$ cat config.mk
export PLATFORM = sky130hd
export DESIGN_NAME = gol_board_flat
export DESIGN_NICKNAME = d
export VERILOG_FILES = /design/src/rtl/gol_pkg.sv /design/src/rtl/gol_if.sv /design/src/rtl/gol_cell.sv /design/src/rtl/gol_board.sv /design/src/flat_wrapper.sv
export SDC_FILE = /design/constraint.sdc
export NUM_CORES = 1
export LEC_CHECK = 0
export BUFFER_PORTS_ARGS = -buffer_cell sky130_fd_sc_hd__buf_2
export CAP_MARGIN = 5
export CORE_MARGIN = 3
export CORE_UTILIZATION = 30
export DETAILED_ROUTE_END_ITERATION = 10
export SLEW_MARGIN = 10
export SYNTH_ARGS = -nofsm -noshare
export SYNTH_HDL_FRONTEND = slang
export SYNTH_SLANG_ARGS = --single-unit
$ cat constraint.sdc
create_clock -name clk -period 14.7 [get_ports clk]
set_input_delay 1.47 -clock clk [delete_from_list [all_inputs] [get_ports clk]]
set_output_delay 1.47 -clock clk [all_outputs]
set_load 0.02 [all_outputs]
$ cat src/rtl/gol_pkg.sv
// Shared types and constants for the cellular-automaton board:
// the control state encoding and the neighbour-count helper.
package gol_pkg;

    localparam int NBR_W = 4;

    typedef enum logic [1:0] {
        IDLE = 2'd0,
        LOAD = 2'd1,
        RUN  = 2'd2
    } gol_state_e;

    function automatic logic [NBR_W-1:0] count_live(input logic [7:0] nbrs);
        logic [NBR_W-1:0] sum;
        sum = '0;
        for (int i = 0; i < 8; i++) begin
            sum = sum + NBR_W'(nbrs[i]);
        end
        return sum;
    endfunction

endpackage

$ cat src/rtl/gol_if.sv
// Control and observation bundle for gol_board.
// Command pulses are single-cycle strobes sampled on posedge clk; load_valid is a
// valid-only qualifier (no ready): every cycle it is high in LOAD consumes one load_bit.
interface gol_if #(
    parameter int ROWS = 8,
    parameter int COLS = 8
);
    logic                   load_start;
    logic                   load_valid;
    logic                   load_bit;
    logic                   start;
    logic                   stop;
    logic                   step;
    logic [ROWS*COLS-1:0]   grid;
    logic [15:0]            generation;
    logic [1:0]             state;
    logic                   stable;
    logic                   extinct;

    modport master (
        output load_start, load_valid, load_bit, start, stop, step,
        input  grid, generation, state, stable, extinct
    );

    modport slave (
        input  load_start, load_valid, load_bit, start, stop, step,
        output grid, generation, state, stable, extinct
    );
endinterface

$ cat src/rtl/gol_cell.sv
// One cell's next-state rule: count live neighbours and look the result up
// in the birth or survive mask depending on the current value.
module gol_cell
    import gol_pkg::*;
(
    input  logic [7:0] neighbours,
    input  logic       current,
    input  logic [8:0] birth_mask,
    input  logic [8:0] survive_mask,
    output logic       next
);
    logic [NBR_W-1:0] live_cnt;

    assign live_cnt = count_live(neighbours);
    assign next     = current ? survive_mask[live_cnt] : birth_mask[live_cnt];
endmodule

$ cat src/rtl/gol_board.sv
// Cellular-automaton board with serial load, single step and free run with auto-halt.
// Build option: define GOL_TORUS_EN to wrap the neighbourhood around the edges.
module gol_board
    import gol_pkg::*;
#(
    parameter int         ROWS         = 8,
    parameter int         COLS         = 8,
    parameter logic [8:0] BIRTH_MASK   = 9'b000001000,
    parameter logic [8:0] SURVIVE_MASK = 9'b000001100
) (
    input logic  clk,
    input logic  reset,
    gol_if.slave bus
);
    localparam int CELLS = ROWS * COLS;
    localparam int IDX_W = $clog2(CELLS);

    gol_state_e       state_q, state_d;
    logic [CELLS-1:0] grid_q, grid_d, next_grid;
    logic [15:0]      gen_q, gen_d, gen_inc;
    logic             stable_q, stable_d;
    logic [IDX_W-1:0] idx_q, idx_d;

    // Neighbour bit k covers offsets (k/3-1, k%3-1), skipping the centre.
    for (genvar gr = 0; gr < ROWS; gr++) begin : g_row
        for (genvar gc = 0; gc < COLS; gc++) begin : g_col
            logic [7:0] nbrs;
            for (genvar k = 0; k < 9; k++) begin : g_nbr
                if (k != 4) begin : g_used
                    localparam int NR  = gr + k / 3 - 1;
                    localparam int NC  = gc + k % 3 - 1;
                    localparam int BIT = (k < 4) ? k : k - 1;
`ifdef GOL_TORUS_EN
                    localparam int WR = (NR + ROWS) % ROWS;
                    localparam int WC = (NC + COLS) % COLS;
                    assign nbrs[BIT] = grid_q[WR*COLS+WC];
`else
                    if (NR >= 0 && NR < ROWS && NC >= 0 && NC < COLS) begin : g_in
                        assign nbrs[BIT] = grid_q[NR*COLS+NC];
                    end else begin : g_out
                        assign nbrs[BIT] = 1'b0;
                    end
`endif
                end
            end
            gol_cell u_cell (
                .neighbours   (nbrs),
                .current      (grid_q[gr*COLS+gc]),
                .birth_mask   (BIRTH_MASK),
                .survive_mask (SURVIVE_MASK),
                .next         (next_grid[gr*COLS+gc])
            );
        end
    end

    assign gen_inc = (gen_q == 16'hFFFF) ? gen_q : gen_q + 16'd1;

    always_ff @(posedge clk or posedge reset) begin
        if (reset) begin
            state_q  <= IDLE;
            grid_q   <= '0;
            gen_q    <= '0;
            stable_q <= 1'b0;
            idx_q    <= '0;
        end else begin
            state_q  <= state_d;
            grid_q   <= grid_d;
            gen_q    <= gen_d;
            stable_q <= stable_d;
            idx_q    <= idx_d;
        end
    end

    // Command priority: load_start, then stop, then start, then step.
    always_comb begin
        state_d  = state_q;
        grid_d   = grid_q;
        gen_d    = gen_q;
        stable_d = stable_q;
        idx_d    = idx_q;
        if (bus.load_start) begin
            state_d  = LOAD;
            idx_d    = '0;
            stable_d = 1'b0;
        end else begin
            unique case (state_q)
                LOAD: begin
                    if (bus.load_valid) begin
                        grid_d[idx_q] = bus.load_bit;
                        if (idx_q == IDX_W'(CELLS - 1)) begin
                            state_d = IDLE;
                            idx_d   = '0;
                            gen_d   = '0;
                        end else begin
                            idx_d = idx_q + 1'b1;
                        end
                    end
                end
                IDLE: begin
                    if (!bus.stop) begin
                        if (bus.start) begin
                            state_d = RUN;
                        end else if (bus.step) begin
                            grid_d   = next_grid;
                            gen_d    = gen_inc;
                            stable_d = (next_grid == grid_q);
                        end
                    end
                end
                RUN: begin
                    if (bus.stop) begin
                        state_d = IDLE;
                    end else if (next_grid == grid_q) begin
                        stable_d = 1'b1;
                        state_d  = IDLE;
                    end else begin
                        grid_d   = next_grid;
                        gen_d    = gen_inc;
                        stable_d = 1'b0;
                        if (next_grid == '0) state_d = IDLE;
                    end
                end
                default: state_d = IDLE;
            endcase
        end
    end

    assign bus.grid       = grid_q;
    assign bus.generation = gen_q;
    assign bus.state      = state_q;
    assign bus.stable     = stable_q;
    assign bus.extinct    = ~|grid_q;
endmodule

$ cat src/flat_wrapper.sv
// flat-port wrapper written by rule: the top's interface ports become plain ports
module gol_board_flat import gol_pkg::*;
#(
    parameter int         ROWS         = 8,
    parameter int         COLS         = 8,
    parameter logic [8:0] BIRTH_MASK   = 9'b000001000,
    parameter logic [8:0] SURVIVE_MASK = 9'b000001100
)
  (clk, reset, bus_load_start, bus_load_valid, bus_load_bit, bus_start, bus_stop, bus_step, bus_grid, bus_generation, bus_state, bus_stable, bus_extinct);
  gol_if #(.ROWS(ROWS), .COLS(COLS)) bus_i ();
  input logic clk;
  input logic reset;
  input wire logic [$bits(bus_i.load_start)-1:0] bus_load_start;
  input wire logic [$bits(bus_i.load_valid)-1:0] bus_load_valid;
  input wire logic [$bits(bus_i.load_bit)-1:0] bus_load_bit;
  input wire logic [$bits(bus_i.start)-1:0] bus_start;
  input wire logic [$bits(bus_i.stop)-1:0] bus_stop;
  input wire logic [$bits(bus_i.step)-1:0] bus_step;
  output wire logic [$bits(bus_i.grid)-1:0] bus_grid;
  output wire logic [$bits(bus_i.generation)-1:0] bus_generation;
  output wire logic [$bits(bus_i.state)-1:0] bus_state;
  output wire logic [$bits(bus_i.stable)-1:0] bus_stable;
  output wire logic [$bits(bus_i.extinct)-1:0] bus_extinct;
  assign bus_i.load_start = bus_load_start;
  assign bus_i.load_valid = bus_load_valid;
  assign bus_i.load_bit = bus_load_bit;
  assign bus_i.start = bus_start;
  assign bus_i.stop = bus_stop;
  assign bus_i.step = bus_step;
  assign bus_grid = bus_i.grid;
  assign bus_generation = bus_i.generation;
  assign bus_state = bus_i.state;
  assign bus_stable = bus_i.stable;
  assign bus_extinct = bus_i.extinct;
  gol_board #(.ROWS(ROWS), .COLS(COLS), .BIRTH_MASK(BIRTH_MASK), .SURVIVE_MASK(SURVIVE_MASK)) u_core (.clk(clk), .reset(reset), .bus(bus_i));
endmodule
# After elaboration in Yosys (flattened, before gate mapping)
# Memory sizes are Yosys's and may differ from the RTL's.
# Index checks and enable logic that the tools add are counted.
[op_classes]
add_sub_neg = 351
multipliers = 0
n_div = 0
order_cmp = 66
n_eq_ne = 20
shifts = 0
muxes = 231
bitwise_logic = 1
reduce_logical = 14
[op_table]
columns = ["op", "n"]
rows = [
  ["$add A4 B1 Y4", 182],
  ["$mux W64", 6],
  ["$lt A4 B5 Y1 const B", 60],
  ["$add A3 B1 Y4", 53],
  ["$mux W1", 199],
  ["$pmux W64 S3", 1],
  ["$add A2 B1 Y3", 57],
  ["$mux W16", 8],
  ["$add A1 B1 Y2", 57],
  ["$bwmux W64", 1],
  ["$eq A64 B64 Y1", 1],
  ["$logic_not A64 Y1", 1],
  ["$reduce_or A64 Y1", 1],
  ["$pmux W16 S3", 1],
  ["$mux W6", 4],
  ["$lt A3 B5 Y1 const B", 4],
  ["$ne A3 B3 Y1 const B", 6],
  ["$add A16 B1 Y16 const B", 1],
  ["$eq A16 B16 Y1 const B", 1],
  ["$mux W2", 8],
  ["$ne A2 B2 Y1 const B", 6],
  ["$reduce_and A5 Y1", 2],
  ["$reduce_and A9 Y1", 1],
  ["$reduce_and A8 Y1", 1],
  ["other kinds (19)", 21],
]
[totals]
ff_bits = 89
latch_bits = 0
ramBits = 0
mem_bits_ro = 2048
out_inout_bits = 84
mem_count = 128
[mem_list]
columns = ["name", "depth", "word_bits", "rd", "rd_ports_with_merged_regs", "wr", "line_no", "rtl"]
rows = [
  ["(no name shown)", 16, 1, 1, 0, 0, "gol_cell.sv:15", "assign next = current ? survive_mask[live_cnt] : birth_mask[live_cnt];"],
  ["(no name shown)", 16, 1, 1, 0, 0, "gol_cell.sv:15", ""],
  ["(no name shown)", 16, 1, 1, 0, 0, "gol_cell.sv:15", ""],
  ["(no name shown)", 16, 1, 1, 0, 0, "gol_cell.sv:15", ""],
  ["(no name shown)", 16, 1, 1, 0, 0, "gol_cell.sv:15", ""],
  ["(no name shown)", 16, 1, 1, 0, 0, "gol_cell.sv:15", ""],
  ["122 more memories", "n/a", "n/a", "n/a", "n/a", "n/a", "n/a", ""],
]

# Longest topological paths before layout
[logic_depth]
word_depth = 16
depth_mapped = 20
ltp_nobuf = 18

# Hierarchy
# A second synthesis with hierarchy kept.
[unflattened]
cells_unflattened = 2841
hier_area_um2 = 29285.6
[by_module_without_submodules]
columns = ["mod", "n_inst", "cells_each", "area_each_um2", "seq_area_each_um2"]
rows = [
  ["gol_cell (u_core.g_row[0].g_col[0].u_cell ...)", 43, 30, 345.3, 0.0],
  ["gol_cell (u_core.g_row[1].g_col[4].u_cell ...)", 21, 33, 352.8, 0.0],
  ["gol_board", 1, 858, 7026.7, 2227.1],
]

# Worst setup path after synthesis
# No wires, ideal clock.
[synth_timing]
path_kind = "flip-flop to flip-flop"
start = "register u_core.grid_q[25] (netlist: u_core.bus.grid[25])"
end = "register u_core.grid_q[5] (netlist: u_core.bus.grid[5])"
setup_ns = 0.126
t_arrival_ns = 5.044
required_ns = 14.574
slack_ns = 9.530
stages_incl_launch_ff = 20
cell_sequence = "dfrtp_1 inv_1 ha_1 inv_1 fa_1 fa_1 inv_1 fa_1 inv_1 fa_1 a22oi_1 o2111ai_1 a2111oi_2 nand4_1 or4_4 a21o_1 buf_6 buf_6 a21oi_1 a21oi_1"
[synth_via]
elab_chain_len = 13
elab_cells_between_ends = 75
[synth_lines]
columns = ["element", "line_no", "rtl"]
rows = [
  ["start: declaration", "gol_board.sv:19", "logic [CELLS-1:0] grid_q, grid_d, next_grid;"],
  ["start signal: assignment", "gol_board.sv:67", "grid_q <= grid_d;"],
  ["$add A1 B1 Y2", "gol_pkg.sv:17", "sum = sum + NBR_W'(nbrs[i]);"],
  ["$add A4 B1 Y4 or $add A2 B1 Y3 (tied branches)", "gol_pkg.sv:17", ""],
  ["$add A4 B1 Y4 or $add A3 B1 Y4 (tied branches)", "gol_pkg.sv:17", ""],
  ["$add A4 B1 Y4 (4 in a row)", "gol_pkg.sv:17", ""],
  ["$mem_v2 Z16 W1", "n/a", ""],
  ["$mux W1 (implied by the code)", "gol_cell.sv:15", ""],
  ["$mux W1", "gol_cell.sv:15", ""],
  ["$eq A64 B64 Y1 *", "gol_board.sv:113", "end else if (next_grid == grid_q) begin"],
  ["$ne A2 B2 Y1 (no source line) *", "n/a", ""],
  ["$reduce_and A8 Y1 (no source line) *", "n/a", ""],
]
# Every way passes the cells marked *; elsewhere a longest branch is shown, timed or not. The select of a mux whose other input is x is not followed.
# A chain may end at the register's enable or synchronous reset.

# Final worst setup path
[layout_timing]
start = "register u_core.grid_q[33] (netlist: u_core.bus.grid[33])"
end = "register u_core.grid_q[43] (netlist: u_core.bus.grid[43])"
# Same word-level chain as after synthesis.

==> tab_implementation.tex <==
\begin{tabular}{lr}
\hline
Metric & Value \\
\hline
\multicolumn{2}{l}{\textbf{Setup path}} \\
R2R setup slack & 7.40 ns \\
Required arrival time at the worst endpoint & 14.90 ns \\
Category of the worst setup path capture point & register \\
Cells traversed along the worst timing path & inv\_1 > ha\_1 > inv\_1 > fa\_1 > fa\_1 > inv\_1 > fa\_1 > inv\_1 > fa\_1 > a211oi\_1 > a211oi\_1 > a2111oi\_0 > o2111a\_1 > nand4\_1 > or4\_4 > a21o\_4 > buf\_4 > a21oi\_1 > a21oi\_1 \\
Launching element type of the critical path & register \\
Worst Path Max Fanout & 111 \\
Terminus of the critical flop-to-flop path & u\_core.bus.grid[43] \\
FF-to-FF path depth & 19 \\
Worst Path Class, Setup & reg -> reg \\
Worst path arrival time & 7.50 ns \\
Peak per-stage delay on the critical path & 0.79 ns \\
Highest-delay cell along the critical path & sky130\_fd\_sc\_hd\_\_a2111oi\_0 \\
Worst flop-to-flop path startpoint & u\_core.bus.grid[33] \\
\multicolumn{2}{l}{\textbf{Global routing}} \\
Maximum number of pins on one net before global-route repair & 112 \\
GRT Total Usage & 23.6\% \\
Wire length of the first global-routing pass & 98400 µm \\
Vias in the first global route & 14600 \\
Number of antenna violations at the first check in global routing & 1 \\
Sum of overflow across all layers after global routing & 0 \\
\multicolumn{2}{l}{\textbf{Clock network}} \\
Clock tree from TritonCTS & done \\
Count of hold-fix buffers inserted at cts & 0 \\
Root buffer selected by CTS & sky130\_fd\_sc\_hd\_\_clkbuf\_16 \\
Maximum root-to-sink buffer count & 2 \\
Depth of the CTS H-tree & 3 \\
Quantity of gates resized following cts & 0 \\
Number of clock sinks & 89 \\
Clock transition time at the flip-flop clock pins of the worst setup and hold paths & 0.09 ns \\
Post-CTS repair timing setup buffer count & 0 \\
Clock latency on the worst-skew pair & 0.37 ns \\
Number of buffers created by CTS & 9 \\
\multicolumn{2}{l}{\textbf{Drt}} \\
Wire length reported by the detailed router & 67100 µm \\
Post-DRT Antenna Nets & 0 \\
DR vias/cell & 5.81 \\
Residual DRC & 0 \\
Number of DRC violations after detailed-routing iteration 0 & 2067 \\
Iteration count of the initial detailed-routing pass & 7 \\
Vias after detailed routing & 15000 \\
Wire length per cell & 26.0 µm \\
\multicolumn{2}{l}{\textbf{Synth}} \\
Leading post-synthesis cells by cell area & sky130\_fd\_sc\_hd\_\_fa\_1 (25\%), sky130\_fd\_sc\_hd\_\_dfrtp\_1 (14\%), sky130\_fd\_sc\_hd\_\_ha\_1 (13\%), sky130\_fd\_sc\_hd\_\_inv\_1 (6.8\%), sky130\_fd\_sc\_hd\_\_a21oi\_1 (5.0\%) \\
Synthesis Warnings & 0 \\
Cell variety after synth & 70 \\
Async set-or-reset flop fraction in the synthesized netlist & 100\% \\
Library cell with the highest instance count after synthesis & sky130\_fd\_sc\_hd\_\_inv\_1 \\
Cell count after synthesis & 1890 \\
Post-synth top area share & 24.7\% \\
Proportion of synthesized chip area in sequential cells & 14.0\% \\
Cell taking the most area after synthesis & sky130\_fd\_sc\_hd\_\_fa\_1 \\
Most common library cells after synthesis & sky130\_fd\_sc\_hd\_\_inv\_1 (290), sky130\_fd\_sc\_hd\_\_fa\_1 (196), sky130\_fd\_sc\_hd\_\_nand2\_1 (190) \\
Mean instance size in the synthesized netlist & 8.42 µm² \\
Commonest register cell after synthesis & sky130\_fd\_sc\_hd\_\_dfrtp\_1 \\
Net count after synthesis & 2258 \\
Post-Syn Area & 15900 µm² \\
Number of flip-flops and latches in the synthesized netlist & 89 \\
Post-synth EDFFs & 0 \\
\multicolumn{2}{l}{\textbf{Worst hold path}} \\
End point of the most critical hold path & u\_core.bus.generation[9] \\
Worst Hold Launch & u\_core.bus.generation[9] \\
Hold Crit Depth & 1 \\
Worst Hold Class & reg -> reg \\
\multicolumn{2}{l}{\textbf{Floorplanning}} \\
Area of the die & 55800 µm² \\
Row count & 83 \\
Die extent in x & 236 µm \\
Placeable core area & 51900 µm² \\
IO Count & 92 \\
Starting utilization of the core area & 30.7\% \\
Die extent in y & 236 µm \\
\multicolumn{2}{l}{\textbf{Layout}} \\
Post-layout utilization of the core & 32.7\% \\
Layout net count & 2266 \\
Synth-to-Final Area Change & 6.60\% \\
Multi-input gate area & 11900 µm² \\
FILL cells & 5511 \\
Fraction of final layout cells sized beyond drive strength 1 & 8.20\% \\
Area used by sequential logic in the layout & 2230 µm² \\
\multicolumn{2}{l}{\textbf{Status}} \\
Status & completed \\
\multicolumn{2}{l}{\textbf{Place}} \\
Final HPWL from detailed placement & 53600 µm \\
Number of buffer cells added on primary ports & 91 \\
Final weighted congestion in routability-driven placement & 1.06 \\
\multicolumn{2}{l}{\textbf{STA}} \\
Max-slew violation total from the final report & 0 \\
Transition time at the pin with the least slew margin & 1.24 ns \\
Final hold violation count & 0 \\
Highest Clock Rate & 0.137 GHz \\
Share of the cycle needed by the critical path after routing & 49.6\% \\
Clock Skews & 0.0169 ns \\
Number of failing setup endpoints in the final timing report & 0 \\
Final TNS setup & 0 ns \\
Setup repair after global routing missed its margin & no \\
Max-slew headroom & 16.4\% \\
Final critical delay including setup and external delays & 7.30 ns \\
\multicolumn{2}{l}{\textbf{Pwr}} \\
Worst-case vdd ir drop & 63.1 µV \\
LEAKAGE & 8.46 nW \\
Gate power share & 79.7\% \\
Internal power contribution & 0.00135 W \\
Power density normalized to cell area & 194 nW/µm² \\
Sequential fraction of design power & 12.5\% \\
Part of the total power dissipated in the clock network & 7.8\% \\
Switching share of total power & 59.1\% \\
Power dissipated by switching net loads & 0.00195 W \\
\multicolumn{2}{l}{\textbf{Job}} \\
Max-capacitance violation count & 0 \\
\hline
\end{tabular}
## metal layers
metal | up-vias | global-route usage (%) | wire (µm)
met5 | - | 0 | 0
met2 | 905 | 36.2 | 29600
li1 | 6446 | - | -
met3 | 157 | 4.69 | 7000
met1 | 7501 | 32.6 | 27500
met4 | 0 | 9.33 | 2980
## sequential cells by signal, indices dropped and copies added, names as in the netlist
name,cells
u_core.idx_q,6
u_core.bus.grid,64
u_core.bus.stable,1
u_core.bus.state,2
u_core.bus.generation,16
## power by group through the flow
stage	logic (W)	registers, W	clock network (W)
after floorplan	0.00172	0.000354	0
after global placement	0.00247	0.000414	0
after detailed placement	0.00255	0.000416	0
after CTS	0.00256	0.000411	0.000256
after global routing	0.00287	0.000421	0.000267
final	0.00262	0.000413	0.000256
## critical path, delay by kind of cell (launching register included)
family / cells / cell delay (ns)
flip-flops: 1 / 0.71
adder cells (fa/ha/maj): 5 / 1.98
buffers and inverters: 5 / 1.05
AO/OA/AOI/OAI: 7 / 2.51
AND/OR/NAND/NOR: 2 / 0.80
## stage by stage
step | instances | hold slack (ns) | setup WS [ns] | instance area, µm² | total power [W]
after floorplan | 1890 | 0.542 | 9.53 | 15900 | 0.00208
after global placement | 2567 | 0.481 | 7.36 | 16700 | 0.00289
after detailed placement | 2567 | 0.498 | 7.44 | 16700 | 0.00296
after CTS | 2583 | 0.519 | 7.43 | 17000 | 0.00323
after global routing | 2583 | 0.530 | 7.01 | 17000 | 0.00356
final | 2584 | 0.512 | 7.40 | 17000 | 0.00329
## cells by family after synthesis
group	count (synthesis)	synth area share, %
and+or+nand+nor	606	19.8
AOI/OAI and AO/OA	425	16.9
buffers and inverters	406	11.5
adders and majority gates	360	37.5
DFF	89	14.0
xor gates and xnor gates	2	0.110
muxes	2	0.141
## cell usage in the layout (no fill, tap or decap), types with 13 or more instances in the layout
master	instances
sky130_fd_sc_hd__fa_1	196
sky130_fd_sc_hd__nor4_1	21
sky130_fd_sc_hd__ha_1	164
sky130_fd_sc_hd__dfrtp_1	88
sky130_fd_sc_hd__o21ai_0	70
sky130_fd_sc_hd__nor4b_1	15
sky130_fd_sc_hd__nand2_1	190
sky130_fd_sc_hd__inv_1	289
sky130_fd_sc_hd__nand3_1	21
sky130_fd_sc_hd__nor3_1	23
sky130_fd_sc_hd__buf_4	22
sky130_fd_sc_hd__nor2_1	125
sky130_fd_sc_hd__and3_1	20
sky130_fd_sc_hd__nand4_1	39
sky130_fd_sc_hd__buf_2	91
sky130_fd_sc_hd__nor2b_1	25
sky130_fd_sc_hd__nor3b_1	15
sky130_fd_sc_hd__a21oi_1	158
sky130_fd_sc_hd__nand2b_1	29
sky130_fd_sc_hd__o22ai_1	52
sky130_fd_sc_hd__and3b_1	18
sky130_fd_sc_hd__o2bb2ai_1	13
sky130_fd_sc_hd__a31oi_1	16
## worst max-delay path by stage
stage	startpoint	to	slack [ns]
after detailed placement	u_core.bus.grid[33]	u_core.bus.grid[43]	7.44
after global placement	u_core.bus.grid[33]	u_core.bus.grid[28]	7.36
after CTS	u_core.bus.grid[33]	u_core.bus.grid[43]	7.43
after floorplan	u_core.bus.grid[25]	u_core.bus.grid[5]	9.53
final	u_core.bus.grid[33]	u_core.bus.grid[43]	7.40
after global routing	u_core.bus.grid[33]	u_core.bus.grid[43]	7.01
## layout make-up
class | count | area share (%)
multi-input combinational | 1395 | 69.9
sequential | 89 | 13.1
inverter | 290 | 6.43
tap | 680 | 5.01
timing repair buffer | 113 | 3.66
clock buffer | 9 | 1.33
clock inverter | 7 | 0.479
antenna | 1 | 0.0147
No activity file was read; power rests on OpenSTA's default activity.
